`src/rtl/i2c_ctrl_pkg.sv`:
```
`default_nettype none
// ============================================================================
// Module : i2c_ctrl_pkg
// Brief  : Shared state/phase encodings, constants and bus-drive decode for
//          the single-master I2C controller.
// Rev    : 1.0  initial release
// ============================================================================
package i2c_ctrl_pkg;

    typedef logic [2:0] state_t;
    localparam state_t c_IDLE  = 3'd0;
    localparam state_t c_START = 3'd1;
    localparam state_t c_ADDR  = 3'd2;
    localparam state_t c_DATA  = 3'd3;
    localparam state_t c_STOP  = 3'd4;
    localparam state_t c_DONE  = 3'd5;

    typedef logic [1:0] phase_t;
    localparam phase_t c_Q0 = 2'd0;
    localparam phase_t c_Q1 = 2'd1;
    localparam phase_t c_Q2 = 2'd2;
    localparam phase_t c_Q3 = 2'd3;

    localparam int         BITS_PER_BYTE = 9;
    localparam logic [6:0] DEFAULT_ADR   = 7'h70;

    // Returns {scl_low, sda_low} for a given state/phase; sda_bit is the
    // data-bit pull-down used during ADDR/DATA bits.
    function automatic logic [1:0] bus_drive(input state_t st, input phase_t ph,
                                             input logic sda_bit);
        logic scl_l;
        logic sda_l;
        scl_l = 1'b0;
        sda_l = 1'b0;
        case (st)
            c_START: begin
                scl_l = (ph == c_Q3);
                sda_l = (ph == c_Q2) || (ph == c_Q3);
            end
            c_ADDR, c_DATA: begin
                scl_l = (ph == c_Q0) || (ph == c_Q3);
                sda_l = sda_bit;
            end
            c_STOP: begin
                scl_l = (ph == c_Q0);
                sda_l = (ph == c_Q0) || (ph == c_Q1);
            end
            default: begin
                scl_l = 1'b0;
                sda_l = 1'b0;
            end
        endcase
        return {scl_l, sda_l};
    endfunction

endpackage
`default_nettype wire

```
`src/rtl/i2c_master_ctrl_tick_gen.sv`:
```
`default_nettype none
// ============================================================================
// Module : i2c_tick_gen
// Brief  : Quarter-bit tick divider; tick when the counter hits CLK_DIV-1.
// Rev    : 1.0  initial release
// ============================================================================
module i2c_tick_gen #(
    parameter int CLK_DIV = 250
) (
    input  logic clk,
    input  logic rst,
    input  logic i_clear,
    output logic o_tick
);

    localparam int                 c_CNT_W   = $clog2(CLK_DIV);
    localparam logic [c_CNT_W-1:0] c_CNT_MAX = c_CNT_W'(CLK_DIV - 1);

    logic [c_CNT_W-1:0] r_cnt;

    assign o_tick = (r_cnt == c_CNT_MAX);

    always_ff @(posedge clk) begin
        if (rst || i_clear || o_tick) begin
            r_cnt <= '0;
        end else begin
            r_cnt <= r_cnt + 1'b1;
        end
    end

endmodule
`default_nettype wire

```
`src/rtl/i2c_master_ctrl.sv`:
```
`default_nettype none
// ============================================================================
// Module : i2c_master_ctrl
// Brief  : Single-master I2C controller for one-byte write/read transactions
//          with open-drain SCL/SDA enables and an ACK/NACK response.
// Rev    : 1.0  initial release
// ============================================================================
module i2c_master_ctrl
    import i2c_ctrl_pkg::*;
#(
    parameter int CLK_DIV = 250
) (
    input  logic       clk,
    input  logic       rst,
    input  logic       cmd_valid,
    output logic       cmd_ready,
    input  logic       cmd_rw,
    input  logic [6:0] cmd_adr,
    input  logic [7:0] cmd_wdata,
    output logic       rsp_valid,
    output logic       rsp_nack,
    output logic [7:0] rsp_rdata,
    output logic       busy,
    output logic       scl_low,
    output logic       sda_low,
    input  logic       sda_in
);

    localparam logic [3:0] c_LAST_BIT = 4'(BITS_PER_BYTE - 1);

    state_t     r_state;
    phase_t     r_phase;
    logic [3:0] r_bit;
    logic       r_rw;
    logic [6:0] r_adr;
    logic [7:0] r_wdata;
    logic [7:0] r_shift;
    logic       r_nack;
    logic [7:0] r_rdata;
    logic       r_scl_low;
    logic       r_sda_low;

    state_t     w_state_nxt;
    phase_t     w_phase_nxt;
    logic [3:0] w_bit_nxt;
    logic       w_tick;
    logic       w_accept;
    logic       w_sample;
    logic [7:0] w_tx_byte;
    logic [2:0] w_bit_sel;
    logic       w_sda_bit;
    logic [1:0] w_drv;

    i2c_tick_gen #(
        .CLK_DIV (CLK_DIV)
    ) u_tick_gen (
        .clk     (clk),
        .rst     (rst),
        .i_clear (r_state == c_IDLE),
        .o_tick  (w_tick)
    );

    assign w_accept  = cmd_valid && (r_state == c_IDLE);
    assign w_sample  = w_tick && (r_phase == c_Q1);
    assign cmd_ready = (r_state == c_IDLE);
    assign busy      = (r_state != c_IDLE);
    assign rsp_valid = (r_state == c_DONE);
    assign rsp_nack  = (r_state == c_DONE) && r_nack;
    assign rsp_rdata = r_rdata;
    assign scl_low   = r_scl_low;
    assign sda_low   = r_sda_low;

    always_comb begin
        w_state_nxt = r_state;
        w_phase_nxt = r_phase;
        w_bit_nxt   = r_bit;
        case (r_state)
            c_IDLE: begin
                if (w_accept) begin
                    w_state_nxt = c_START;
                    w_phase_nxt = c_Q0;
                    w_bit_nxt   = 4'd0;
                end
            end
            c_DONE: w_state_nxt = c_IDLE;
            default: begin
                if (w_tick) begin
                    w_phase_nxt = phase_t'(r_phase + 2'd1);
                    if (r_phase == c_Q3) begin
                        case (r_state)
                            c_START: begin
                                w_state_nxt = c_ADDR;
                                w_bit_nxt   = 4'd0;
                            end
                            c_ADDR: begin
                                if (r_bit == c_LAST_BIT) begin
                                    w_state_nxt = r_nack ? c_STOP : c_DATA;
                                    w_bit_nxt   = 4'd0;
                                end else begin
                                    w_bit_nxt = r_bit + 4'd1;
                                end
                            end
                            c_DATA: begin
                                if (r_bit == c_LAST_BIT) begin
                                    w_state_nxt = c_STOP;
                                end else begin
                                    w_bit_nxt = r_bit + 4'd1;
                                end
                            end
                            c_STOP:  w_state_nxt = c_DONE;
                            default: w_state_nxt = c_IDLE;
                        endcase
                    end
                end
            end
        endcase
    end

    // Drive for the upcoming bit; the ninth bit and all read data bits release SDA.
    always_comb begin
        w_tx_byte = (w_state_nxt == c_ADDR) ? {r_adr, r_rw} : r_wdata;
        w_bit_sel = 3'd7 - w_bit_nxt[2:0];
        w_sda_bit = ((w_state_nxt == c_ADDR) || ((w_state_nxt == c_DATA) && !r_rw))
                    && !w_bit_nxt[3] && !w_tx_byte[w_bit_sel];
        w_drv     = bus_drive(w_state_nxt, w_phase_nxt, w_sda_bit);
    end

    always_ff @(posedge clk) begin
        if (rst) begin
            r_state   <= c_IDLE;
            r_phase   <= c_Q0;
            r_bit     <= 4'd0;
            r_rw      <= 1'b0;
            r_adr     <= 7'd0;
            r_wdata   <= 8'd0;
            r_shift   <= 8'd0;
            r_nack    <= 1'b0;
            r_rdata   <= 8'd0;
            r_scl_low <= 1'b0;
            r_sda_low <= 1'b0;
        end else begin
            r_state   <= w_state_nxt;
            r_phase   <= w_phase_nxt;
            r_bit     <= w_bit_nxt;
            r_scl_low <= w_drv[1];
            r_sda_low <= w_drv[0];
            if (w_accept) begin
                r_rw    <= cmd_rw;
                r_adr   <= cmd_adr;
                r_wdata <= cmd_wdata;
                r_nack  <= 1'b0;
            end
            if (w_sample) begin
                if ((r_state == c_ADDR) && (r_bit == c_LAST_BIT)) begin
                    r_nack <= sda_in;
                end else if ((r_state == c_DATA) && !r_rw && (r_bit == c_LAST_BIT)) begin
                    r_nack <= sda_in;
                end else if ((r_state == c_DATA) && r_rw && !r_bit[3]) begin
                    r_shift <= {r_shift[6:0], sda_in};
                end
            end
            // Publish read data together with the response pulse.
            if ((r_state == c_STOP) && w_tick && (r_phase == c_Q3) && r_rw && !r_nack) begin
                r_rdata <= r_shift;
            end
        end
    end

endmodule
`default_nettype wire

```
`config.mk`:
```
export PLATFORM = sky130hd
export DESIGN_NAME = i2c_master_ctrl
export DESIGN_NICKNAME = d
export VERILOG_FILES = /design/src/rtl/i2c_ctrl_pkg.sv /design/src/rtl/i2c_master_ctrl_tick_gen.sv /design/src/rtl/i2c_master_ctrl.sv
export SDC_FILE = /design/constraint.sdc
export NUM_CORES = 1
export LEC_CHECK = 0
export CORE_AREA = 2 2 74 76
export DETAILED_ROUTE_END_ITERATION = 10
export DIE_AREA = 0 0 76 78
export PLACE_DENSITY_LB_ADDON = 0.1
export SLEW_MARGIN = 5
export SYNTH_ARGS = -nofsm -noshare
export SYNTH_HDL_FRONTEND = slang
export SYNTH_HIERARCHICAL = 1
export SYNTH_SLANG_ARGS = --single-unit
```
`constraint.sdc`:
```
create_clock -name clk -period 4 [get_ports clk]
set_clock_uncertainty 0.15 [all_clocks]
set_input_delay 0.8 -clock clk [delete_from_list [all_inputs] [get_ports clk]]
set_output_delay 0.8 -clock clk [all_outputs]
set_load 0.02 [all_outputs]
```
* After elaboration in Yosys (flattened, before gate mapping)
Cells that the tools add are included.
** Word-level totals
- Register bits after elaboration :: 52
- Input port bits :: 20
- Output and inout bits :: 14
** Operators by class
- Mux-type cells :: 27
- Reduce and logical (&&, ||, !) cells :: 31
- Add/sub/neg operators :: 4
- $lt $le $gt $ge :: 1
- Eq/ne operators :: 16
- Bitwise gates (word level) :: 2
** Operator list (count)
- $mux W4 :: 5
- $mux W3 :: 6
- $logic_and A1 B1 Y1 :: 15
- $eq A3 B2 Y1 const B :: 4
- $pmux W3 S4 :: 1
- $pmux W4 S3 :: 1
- $eq A3 B3 Y1 const B :: 3
- $add A8 B1 Y8 const B :: 1
- $eq A8 B8 Y1 const B :: 1
- $mux W8 :: 1
- $pmux W4 S2 :: 1
- $eq A2 B2 Y1 const B :: 3
- $eq A3 B1 Y1 const B :: 2
- $logic_or A1 B1 Y1 :: 6
- $pmux W1 S3 :: 2
- $pmux W3 S2 :: 1
- $logic_not A1 Y1 :: 5
- $mux W1 :: 5
- $add A4 B1 Y4 const B :: 1
- $eq A2 B1 Y1 const B :: 2
- $eq A4 B4 Y1 const B :: 1
- $lt A3 B4 Y1 const B :: 1
- $mux W2 :: 2
- $pmux W2 S2 :: 1
- 9 further kinds :: 10

* Depth between registers and ports, before layout
Gate-level depths: netlist of run 1.
- Word-level depth :: 13
- Mapped depth :: 13

* By module
Netlist of run 1, hierarchy kept.
** Modules (own cells, without submodules)
- i2c_master_ctrl :: cells each 262, instances 1, sequential area each 880.8 um2, area an instance 2347.3 um2
- i2c_tick_gen :: cells each 43, instances 1, sequential area each 160.2 um2, area an instance 379.1 um2

* Worst setup path before layout of run 1
No wires, ideal clock.
- Path kind :: register to register
- Start :: reg u_tick_gen.r_cnt[0]
- End :: reg r_sda_low (netlist: sda_low)
- Period minus slack after synthesis :: 2.893 ns
- Arrival time :: 2.670 ns
- Path slack :: 1.107 ns
- Data required time :: 3.777 ns
- Buffers on the path :: 0
- Stages on the path, launching flop included :: 11
- Cell sequence :: dfxtp_1 -> ha_1 -> nand3b_1 -> nor2_1 -> nand2_1 -> or3_1 -> a21o_1 -> nand2_4 -> mux4_2 -> mux2_2 -> o211ai_2
** Between the ends
- Cells in the longest elaborated chain, start to end :: 10
** RTL lines
- start, declared :: RTL line i2c_master_ctrl_tick_gen.sv:19 : logic [c_CNT_W-1:0] r_cnt;
- start signal, assigned :: RTL line i2c_master_ctrl_tick_gen.sv:27 : r_cnt <= r_cnt + 1'b1;
- $eq A8 B8 Y1 * :: RTL line i2c_master_ctrl_tick_gen.sv:21 : assign o_tick = (r_cnt == c_CNT_MAX);
- via w_tick :: RTL line i2c_master_ctrl.sv:46 : logic w_tick;
- parallel branches: the longest is 8 deep, another holds $sub A3 B3 Y3
- $pmux W1 S3 * :: RTL line i2c_ctrl_pkg.sv:35 : case (st)
- end signal, assigned :: RTL line i2c_master_ctrl.sv:146 : r_sda_low <= w_drv[0];
- end, declared :: RTL line i2c_master_ctrl.sv:41 : logic r_sda_low;
Mark *: on every way through the listed nets, which the timed path passes. The select of a mux whose other input is x is not followed.
A chain may end at the register's enable or synchronous reset.

* Final worst setup path of run 1
Same ends and word-level chain as after synthesis.

==> results of run 1 <==
==> flip-flops by register name, summed over array words and instances, names as in the netlist <==
register / flops
r_adr: 7
r_bit: 4
r_nack: 1
r_phase: 2
r_rw: 1
r_shift: 8
r_state: 3
r_wdata: 8
rsp_rdata: 8
scl_low: 1
sda_low: 1
u_tick_gen/r_cnt: 8
==> through the flow <==
step | setup WS, ns | hold WS, ns | instance area [um^2] | cells | util (%)
CTS | 0.794 | 0.312 | 3180 | 404 | 63.1
global placement | 0.722 | 0.297 | 3090 | 396 | 61.3
detailed placement | 0.669 | 0.298 | 3090 | 396 | 61.3
finish | 0.807 | 0.307 | 3180 | 404 | 63.1
floorplan | 1.11 | 0.281 | 2730 | 305 | -
global route | 0.538 | 0.337 | 3180 | 404 | 63.1
==> power by group through the flow <==
stage	combinational (mW)	clock, mW	sequential (mW)
global placement	0.141	0	0.566
CTS	0.144	0.316	0.554
global route	0.160	0.335	0.558
floorplan	0.108	0	0.555
detailed placement	0.144	0	0.566
finish	0.143	0.307	0.554
==> final timing paths <==
kind | startpoint | end | slack [ns]
max | u_tick_gen/r_cnt[0] | sda_low | 0.81
min | r_adr[2] | r_adr[2] | 0.31
max reg2reg | u_tick_gen/r_cnt[0] | sda_low | 0.81
min reg2reg | r_adr[2] | r_adr[2] | 0.31
==> worst reg2reg max path, delay by kind of cell (launching register included) <==
kind,cells,cell delay (ns)
AOI/OAI and AO/OA,2,0.36
muxes,2,0.76
adders and majority gates,1,0.21
and+or+nand+nor,5,1.23
DFF,1,0.41
==> routing by layer <==
layer / up-vias / GRT usage (%)
met5: - / 0
li1: 1129 / -
met1: 1016 / 27.1
met2: 50 / 30.2
met4: 0 / 7.09
met3: 7 / 3.60
==> cell usage after synthesis, types with 5 or more instances <==
master,count,area (um^2)
a21oi_1,19,95.1
clkbuf_1,10,37.5
dfxtp_1,52,1040
ha_1,11,138
inv_1,10,37.5
mux2i_1,21,210
nand2_1,42,158
nand3_1,12,60.1
nor2_1,36,135
o211ai_1,6,45.0
o21a_1,5,37.5
o21ai_0,7,35.0
==> cells by family (layout without fill, tap and decap cells) <==
family                     count (synthesis)  in the layout  share of synthesized area [%]
DFF                                       52             52                           38.2
AOI/OAI and AO/OA                         61             61                           17.1
buffers and inverters                     25             54                           4.13
adders and majority gates                 11             11                           5.05
xor gates and xnor gates                   4              4                           1.29
muxes                                     25             25                           9.77
and+or+nand+nor                          127            127                           24.5
==> layout make-up <==
cell class,instances,area (um^2)
Tap cell,70,87.6
Fill cell,441,1860
Timing Repair Buffer,36,353
Sequential cell,52,1040
Clock inverter,3,22.5
Inverter,10,37.5
Multi-Input combinational cell,228,1570
Clock buffer,5,68.8
==> flow_metrics.env, run 1 <==
export IMPL_grt_pass1_vias=2033
export IMPL_synth_flop_cell="dfxtp_1"
export IMPL_slowest_delay_ns=0.48
export IMPL_post_drt_wl_per_cell_um=13.5
export IMPL_drt_met1_wl_mm=2.69
export IMPL_clkTransAtPathRegs_ns=0.10
export IMPL_switching_share_pct=27.6
export IMPL_tightest_slew_ns=0.908
export IMPL_max_freq_mhz=313
export IMPL_critPathSlowestCell="mux4_2"
export IMPL_antennaDiodeCount=0
export IMPL_tns_ns=0
export IMPL_layout_commonest_cell="dfxtp_1"
export IMPL_ys_warn_count=6
export IMPL_die_y_um=78
export IMPL_routed_wl_met2_mm=2.46
export IMPL_ir_worst_vdd_mv=0.275
export IMPL_clk_path_buf_depth=2
export IMPL_die_area_um2=5930
export IMPL_status="completed"
export IMPL_initial_core_util_pct=54.1
export IMPL_crit_buf_inv=0
export IMPL_top_layer="met4"
export IMPL_cp_depth=10
export IMPL_antenna_found_initial=0
export IMPL_synth_cell_types=60
export IMPL_internal_power_mw=0.727
export IMPL_syn_nets=336
export IMPL_hp_class="flop to flop"
export IMPL_finalCriticalPeriod_ns=3.19
export IMPL_track_usage_pct=19.4
export IMPL_dr_wl_met3_um=242
export IMPL_async_flop_share_pct=0
export IMPL_dr_pass1_iters=4
export IMPL_p_switching_mw=0.278
export IMPL_mappedNetlistArea_um2=2730
export IMPL_root_buffer="clkbuf_8"
export IMPL_hold_viol=0
export IMPL_synth_seq_area_share_pct=38.2
export IMPL_vias=2202
export IMPL_ant_nets=0
export IMPL_setup_viol=0
export IMPL_cts_sinks=52
export IMPL_gp_congestion=0.882
export IMPL_drive_above_1_share_pct=10.8
export IMPL_rows=26
export IMPL_critPathLaunchType="flop"
export IMPL_clockPowerShare_pct=30.6
export IMPL_synth_edff_count=0
export IMPL_cts_hold_buf=0
export IMPL_cts_htree_levels=2
export IMPL_avgSynthCellArea_um2=8.94
export IMPL_drt_iter0_drc=208
export IMPL_dp_hpwl_mm=3.94
export IMPL_cts_buffers=5
export IMPL_p_leak_nw=1.17
export IMPL_crit_family="simple AND/OR/NAND/NOR gates"
export IMPL_timing_final_crit_share_pct=79.8
export IMPL_cts_resized=0
export IMPL_route_final_wire_length_mm=5.46
export IMPL_whs_path_depth=2
export IMPL_p_comb_share_pct=14.2
export IMPL_grt_first_pass_wirelength_mm=9.45
export IMPL_crit_path_max_fanout=7
export IMPL_area_growth_syn_to_layout_pct=16.8
export IMPL_io_buffers=33
export IMPL_synth_seq_cells=52
export IMPL_io_pins=34
export IMPL_finalPower_mw=1.00
export IMPL_crit_path_end_kind="flop"
export IMPL_grt_ovfl_total=0
export IMPL_cap_viol_max_count=0
export IMPL_path_cells="ha_1 -> nand3b_1 -> nor2_1 -> nand2_1 -> or3_1 -> a21o_1 -> nand2_4 -> mux4_2 -> mux2_2 -> o211ai_2"
export IMPL_path_class="flop to flop"
export IMPL_avgViaCountPerCell=5.45
export IMPL_drc=0
export IMPL_core_area_um2=5040
export IMPL_post_cts_buffers=0
export IMPL_slew_headroom_pct=39.1
export IMPL_p_seq_share_pct=55.2
export IMPL_grt_max_degree=21
export IMPL_syn_inst=305
export IMPL_clk_latency_ns=0.31
export IMPL_required_ns=4.09
export IMPL_drv_slew=0
export IMPL_worstPathArrival_ns=3.29
export IMPL_grt_setup_unrepaired="false"
export IMPL_cts_tree="built"
export IMPL_final_cell_mix="52 x dfxtp_1, 42 x nand2_1, 36 x nor2_1"
export IMPL_r2r_worst_path_cells=10
export IMPL_nNetsFinal=364
export IMPL_p_per_area_nw_per_um2=316
export IMPL_fp_dieW_um=76
Power figures use the tool's default switching activity.
==> run 2: changes to the inputs <==
Settings changed: CORE_AREA 2 2 74 76 to 2 2 77 79, DIE_AREA 0 0 76 78 to 0 0 79 81.
Clock period 4 ns to 2.6 ns, I/O delays scaled along.
==> run 2 against run 1 <==
The flow now finishes with violations (negative setup slack). Power rose by 56%. Combinational power rose by 89%. Global-route usage fell by 0.30 points. Highest routed layer unchanged.
==> flow_metrics.env, run 2 (same netlist as run 1, synthesis figures left out) <==
export IMPL_drc=0
export IMPL_root_buffer="clkbuf_8"
export IMPL_nNetsFinal=403
export IMPL_cts_hold_buf=0
export IMPL_fp_dieW_um=79
export IMPL_grt_first_pass_wirelength_mm=9.85
export IMPL_p_per_area_nw_per_um2=447
export IMPL_io_buffers=33
export IMPL_post_drt_wl_per_cell_um=12.9
export IMPL_hold_viol=0
export IMPL_hold_slack_ns=0.310
export IMPL_die_y_um=81
export IMPL_antennaDiodeCount=0
export IMPL_grt_max_degree=30
export IMPL_grtUsageMet2_pct=31.5
export IMPL_worst_slack_ns=-0.0508
export IMPL_busiest_layer="met2"
export IMPL_gp_congestion=0.865
export IMPL_vias=2328
export IMPL_r2r_slack_ns=-0.05
export IMPL_final_util_pct=61.8
export IMPL_ant_nets=0
export IMPL_dr_pass1_iters=4
export IMPL_p_leak_nw=1.37
export IMPL_met3_usage_pct=2.89
export IMPL_grt_ovfl_total=0
export IMPL_cts_htree_levels=2
export IMPL_tightest_slew_ns=0.471
export IMPL_layout_commonest_cell="dfxtp_1"
export IMPL_fin_area_um2=3510
export IMPL_cts_buffers=5
export IMPL_grt_pass1_vias=2148
export IMPL_avgViaCountPerCell=5.20
export IMPL_grt_setup_unrepaired="true"
export IMPL_finalCriticalPeriod_ns=2.65
export IMPL_final_cell_mix="49 x dfxtp_1, 42 x buf_4, 41 x nand2_1"
export IMPL_timing_final_crit_share_pct=102
export IMPL_status="complete, but fails checks"
export IMPL_clk_path_buf_depth=2
export IMPL_hp_class="flop to flop"
export IMPL_clkTransAtPathRegs_ns=0.10
export IMPL_antenna_found_initial=0
export IMPL_area_growth_syn_to_layout_pct=28.7
export IMPL_stdcell_count=448
export IMPL_dpl_cell_area_um2=3390
export IMPL_crit_path_start="u_tick_gen/r_cnt[1]"
export IMPL_io_pins=34
export IMPL_crit_path_max_fanout=4
export IMPL_clk_latency_ns=0.30
export IMPL_rows=28
export IMPL_path_class="flop to flop"
export IMPL_crit_path_end_kind="flop"
export IMPL_cap_viol_max_count=0
export IMPL_r2r_end="sda_low"
export IMPL_r2r_worst_path_cells=11
export IMPL_route_final_wire_length_mm=5.78
export IMPL_dp_hpwl_mm=4.43
export IMPL_crit_end="sda_low"
export IMPL_track_usage_pct=19.1
export IMPL_r2r_start="u_tick_gen/r_cnt[1]"
export IMPL_max_freq_mhz=377
export IMPL_core_area_um2=5680
export IMPL_slew_headroom_pct=68.3
export IMPL_cts_sinks=52
export IMPL_drt_iter0_drc=104
export IMPL_critPathLaunchType="flop"
export IMPL_grt_use_met1_pct=26.0
export IMPL_ir_worst_vdd_mv=0.279
export IMPL_initial_core_util_pct=48.0
export IMPL_cts_tree="built"
export IMPL_required_ns=2.68
export IMPL_setup_viol=1
export IMPL_place_ws_ns=-0.318
export IMPL_drv_slew=0
export IMPL_dp_cells=438
export IMPL_die_area_um2=6400
export IMPL_drive_above_1_share_pct=22.3
export IMPL_failed_checks="negative setup slack"
export IMPL_worstPathArrival_ns=2.73
-- run 2: cell count changes in the layout (fill, tap and decap cells not counted), sizes merged --
cell           delta
buf              +39
clkbuf            +1
clkdlybuf4s50     -1
clkinv            -1
clkinvlp          +1
dlygate4sd2       +1
inv               -1
-- run 2: stage by stage --
| stage | setup TNS (ns) | power, mW |
|---|---|---|
| after floorplan | -0.116 | 1.02 |
| after global placement | -0.394 | 1.13 |
| after detailed placement | -0.503 | 1.13 |
| after CTS | -0.0884 | 1.58 |
| after global routing | -0.161 | 1.64 |
| final | -0.0508 | 1.57 |
-- run 2: per-layer routing --
| layer | vias up | part of all wire, % | wire length, um |
|---|---|---|---|
| li1 | 1201 | - | - |
| met1 | 1091 | 50 | 2890 |
| met2 | 31 | 47 | 2690 |
| met3 | 5 | 2.5 | 145 |
| met4 | 0 | 0.81 | 47 |
| met5 | - | 0 | 0 |
-- run 2: critical path, stage by stage (launching register included) --
cell	delay (ns)
dfxtp_1	0.32
inv_1	0.05
ha_2	0.16
nand3b_1	0.13
nor2_4	0.12
nand2_2	0.08
or3_4	0.37
a21o_1	0.21
nand2_4	0.08
mux4_2	0.48
mux2_2	0.28
o211ai_2	0.13
-- run 2: area by class of cell --
class                           instances  area (um^2)
Fill cell                             533         2170
Multi-Input combinational cell        228         1600
Sequential cell                        52         1050
Timing Repair Buffer                   75          644
Tap cell                               75         93.8
Clock buffer                            6         72.6
Inverter                               10         37.5
Clock inverter                          2         16.3
-- run 2: repair_timing --
| action | 4_1_cts | 5_1_grt |
|---|---|---|
| endpoints found under the setup margin | 4 | 4 |
| gates cloned | 0 | 0 |
| pin swaps | 2 | 2 |
| buffers inserted | 2 | 0 |
| endpoints found under the hold margin | 0 | 0 |
| resized for setup | 2 | 4 |
-- run 2: power breakdown --
group          internal, mW  switching (mW)  total, mW
combinational         0.136           0.134      0.270
sequential            0.822          0.0228      0.845
clock                 0.192           0.260      0.452
total                  1.15           0.417       1.57
-- run 2: how the worst min path moves through the flow --
stage               depth (start not counted)                start  slack (ns)                  end
floorplan                                   1  u_tick_gen/r_cnt[0]        0.27  u_tick_gen/r_cnt[0]
global placement                            2           r_wdata[7]        0.30           r_wdata[7]
detailed placement                          2             r_adr[2]        0.30             r_adr[2]
global route                                2           r_wdata[5]        0.34           r_wdata[5]
CTS                                         2             r_adr[2]        0.31             r_adr[2]
finish                                      2             r_adr[2]        0.31             r_adr[2]
==> run 3: changes to the inputs <==
Settings changed: CORE_AREA 2 2 77 79 to 2 2 94 96, DIE_AREA 0 0 79 81 to 0 0 96 98, TNS_END_PERCENT set to 30.
==> run 3 against run 2 <==
The run still ends with negative setup slack left. Clock power up 28%. Non-clock buffer count fell by 1. Combinational power about the same. Sequential cell count unchanged. Worst setup slack worse by 0.013 ns. Cell area rose by 1.6%.
==> flow_metrics.env, run 3 (same netlist as run 1, synthesis figures left out) <==
export IMPL_cts_tree="built"
export IMPL_core_area_um2=8470
export IMPL_finalCriticalPeriod_ns=2.66
export IMPL_cts_sinks=52
export IMPL_rows=34
export IMPL_fp_dieW_um=96
export IMPL_finalPower_mw=1.69
export IMPL_p_per_area_nw_per_um2=474
export IMPL_final_util_pct=42.1
export IMPL_grt_setup_unrepaired="true"
export IMPL_status="complete, but fails checks"
export IMPL_slew_headroom_pct=62.2
export IMPL_antennaDiodeCount=0
export IMPL_dr_pass1_iters=4
export IMPL_dp_hpwl_mm=4.64
export IMPL_worst_slack_ns=-0.0640
export IMPL_nNetsFinal=402
export IMPL_tightest_slew_ns=0.567
export IMPL_antenna_found_initial=0
export IMPL_grt_pass1_vias=2092
export IMPL_r2r_slack_ns=-0.06
export IMPL_clk_latency_ns=0.31
export IMPL_hp_class="flop to flop"
export IMPL_layout_commonest_cell="dfxtp_1"
export IMPL_die_area_um2=9410
export IMPL_timing_final_crit_share_pct=102
export IMPL_grt_ovfl_total=0
export IMPL_tns_ns=-0.0640
export IMPL_track_usage_pct=14.0
export IMPL_drt_iter0_drc=86
export IMPL_cts_buffers=5
export IMPL_io_pins=34
export IMPL_avgViaCountPerCell=4.79
export IMPL_dp_cells=471
export IMPL_route_final_wire_length_mm=6.21
export IMPL_post_drt_wl_per_cell_um=12.9
export IMPL_cts_htree_levels=2
export IMPL_drv_slew=0
export IMPL_dpl_cell_area_um2=3430
export IMPL_place_ws_ns=-0.325
export IMPL_gp_congestion=0.840
export IMPL_final_cell_mix="50 x dfxtp_1, 41 x nand2_1, 41 x buf_4"
export IMPL_worstPathArrival_ns=2.76
export IMPL_drc=0
export IMPL_die_y_um=98
export IMPL_crit_path_max_fanout=4
export IMPL_grt_first_pass_wirelength_mm=10.3
export IMPL_cts_hold_buf=0
export IMPL_hold_slack_ns=0.310
export IMPL_cap_viol_max_count=0
export IMPL_max_freq_mhz=375
export IMPL_io_buffers=33
export IMPL_required_ns=2.70
export IMPL_clkTransAtPathRegs_ns=0.10
export IMPL_vias=2298
export IMPL_setup_viol=1
export IMPL_path_class="flop to flop"
export IMPL_drive_above_1_share_pct=22.6
export IMPL_fin_area_um2=3570
export IMPL_ant_nets=0
export IMPL_critPathLaunchType="flop"
export IMPL_crit_path_end_kind="flop"
export IMPL_stdcell_count=480
export IMPL_ir_worst_vdd_mv=0.206
export IMPL_hold_viol=0
export IMPL_area_growth_syn_to_layout_pct=30.8
export IMPL_failed_checks="negative setup slack"
export IMPL_clk_path_buf_depth=2
export IMPL_p_leak_nw=1.40
export IMPL_initial_core_util_pct=32.2
export IMPL_root_buffer="clkbuf_8"
export IMPL_grt_max_degree=28
## run 3: final cells by class
type | count | area [um^2]
fill | 874 | 4900
multi-input combinational | 228 | 1600
sequential | 52 | 1040
timing repair buffer | 74 | 634
tap | 108 | 135
clock buffer | 5 | 68.8
clock inverter | 3 | 46.3
inverter | 10 | 37.5
## run 3: per-layer routing
| layer | GRT usage [%] | part of all wire (%) | vias to the layer above |
|---|---|---|---|
| met4 | 3.96 | 1.1 | 0 |
| met5 | 0 | 0 | - |
| li1 | - | - | 1206 |
| met1 | 20.0 | 51 | 1056 |
| met3 | 3.32 | 3.4 | 5 |
| met2 | 20.7 | 45 | 31 |
## run 3: where the power goes
group          total, mW  switching [mW]  internal (mW)  leakage, nW
clock              0.578           0.286          0.292       0.0600
sequential         0.846          0.0233          0.822        0.422
combinational      0.267           0.137          0.130        0.919
## run 3: critical path, cell delays in order (launching register included)
cell      delay (ns)
dfxtp_1         0.32
inv_1           0.05
ha_2            0.17
nand3b_1        0.14
nor2_4          0.15
nand2_2         0.08
or3_4           0.38
a21o_1          0.21
nand2_4         0.08
mux4_2          0.48
mux2_2          0.28
o211ai_2        0.12
## run 3: final timing paths
check,start,endpoint,cells after the start
max,u_tick_gen/r_cnt[1],sda_low,11
min,r_wdata[7],r_wdata[7],2
max reg2reg,u_tick_gen/r_cnt[1],sda_low,11
min reg2reg,r_wdata[7],r_wdata[7],2
## run 3: repair_timing
item | 4_1_cts | 5_1_grt
resized for setup | 1 | 7
buffers inserted | 0 | 1
pin swaps | 0 | 2
setup endpoints to repair | 2 | 5
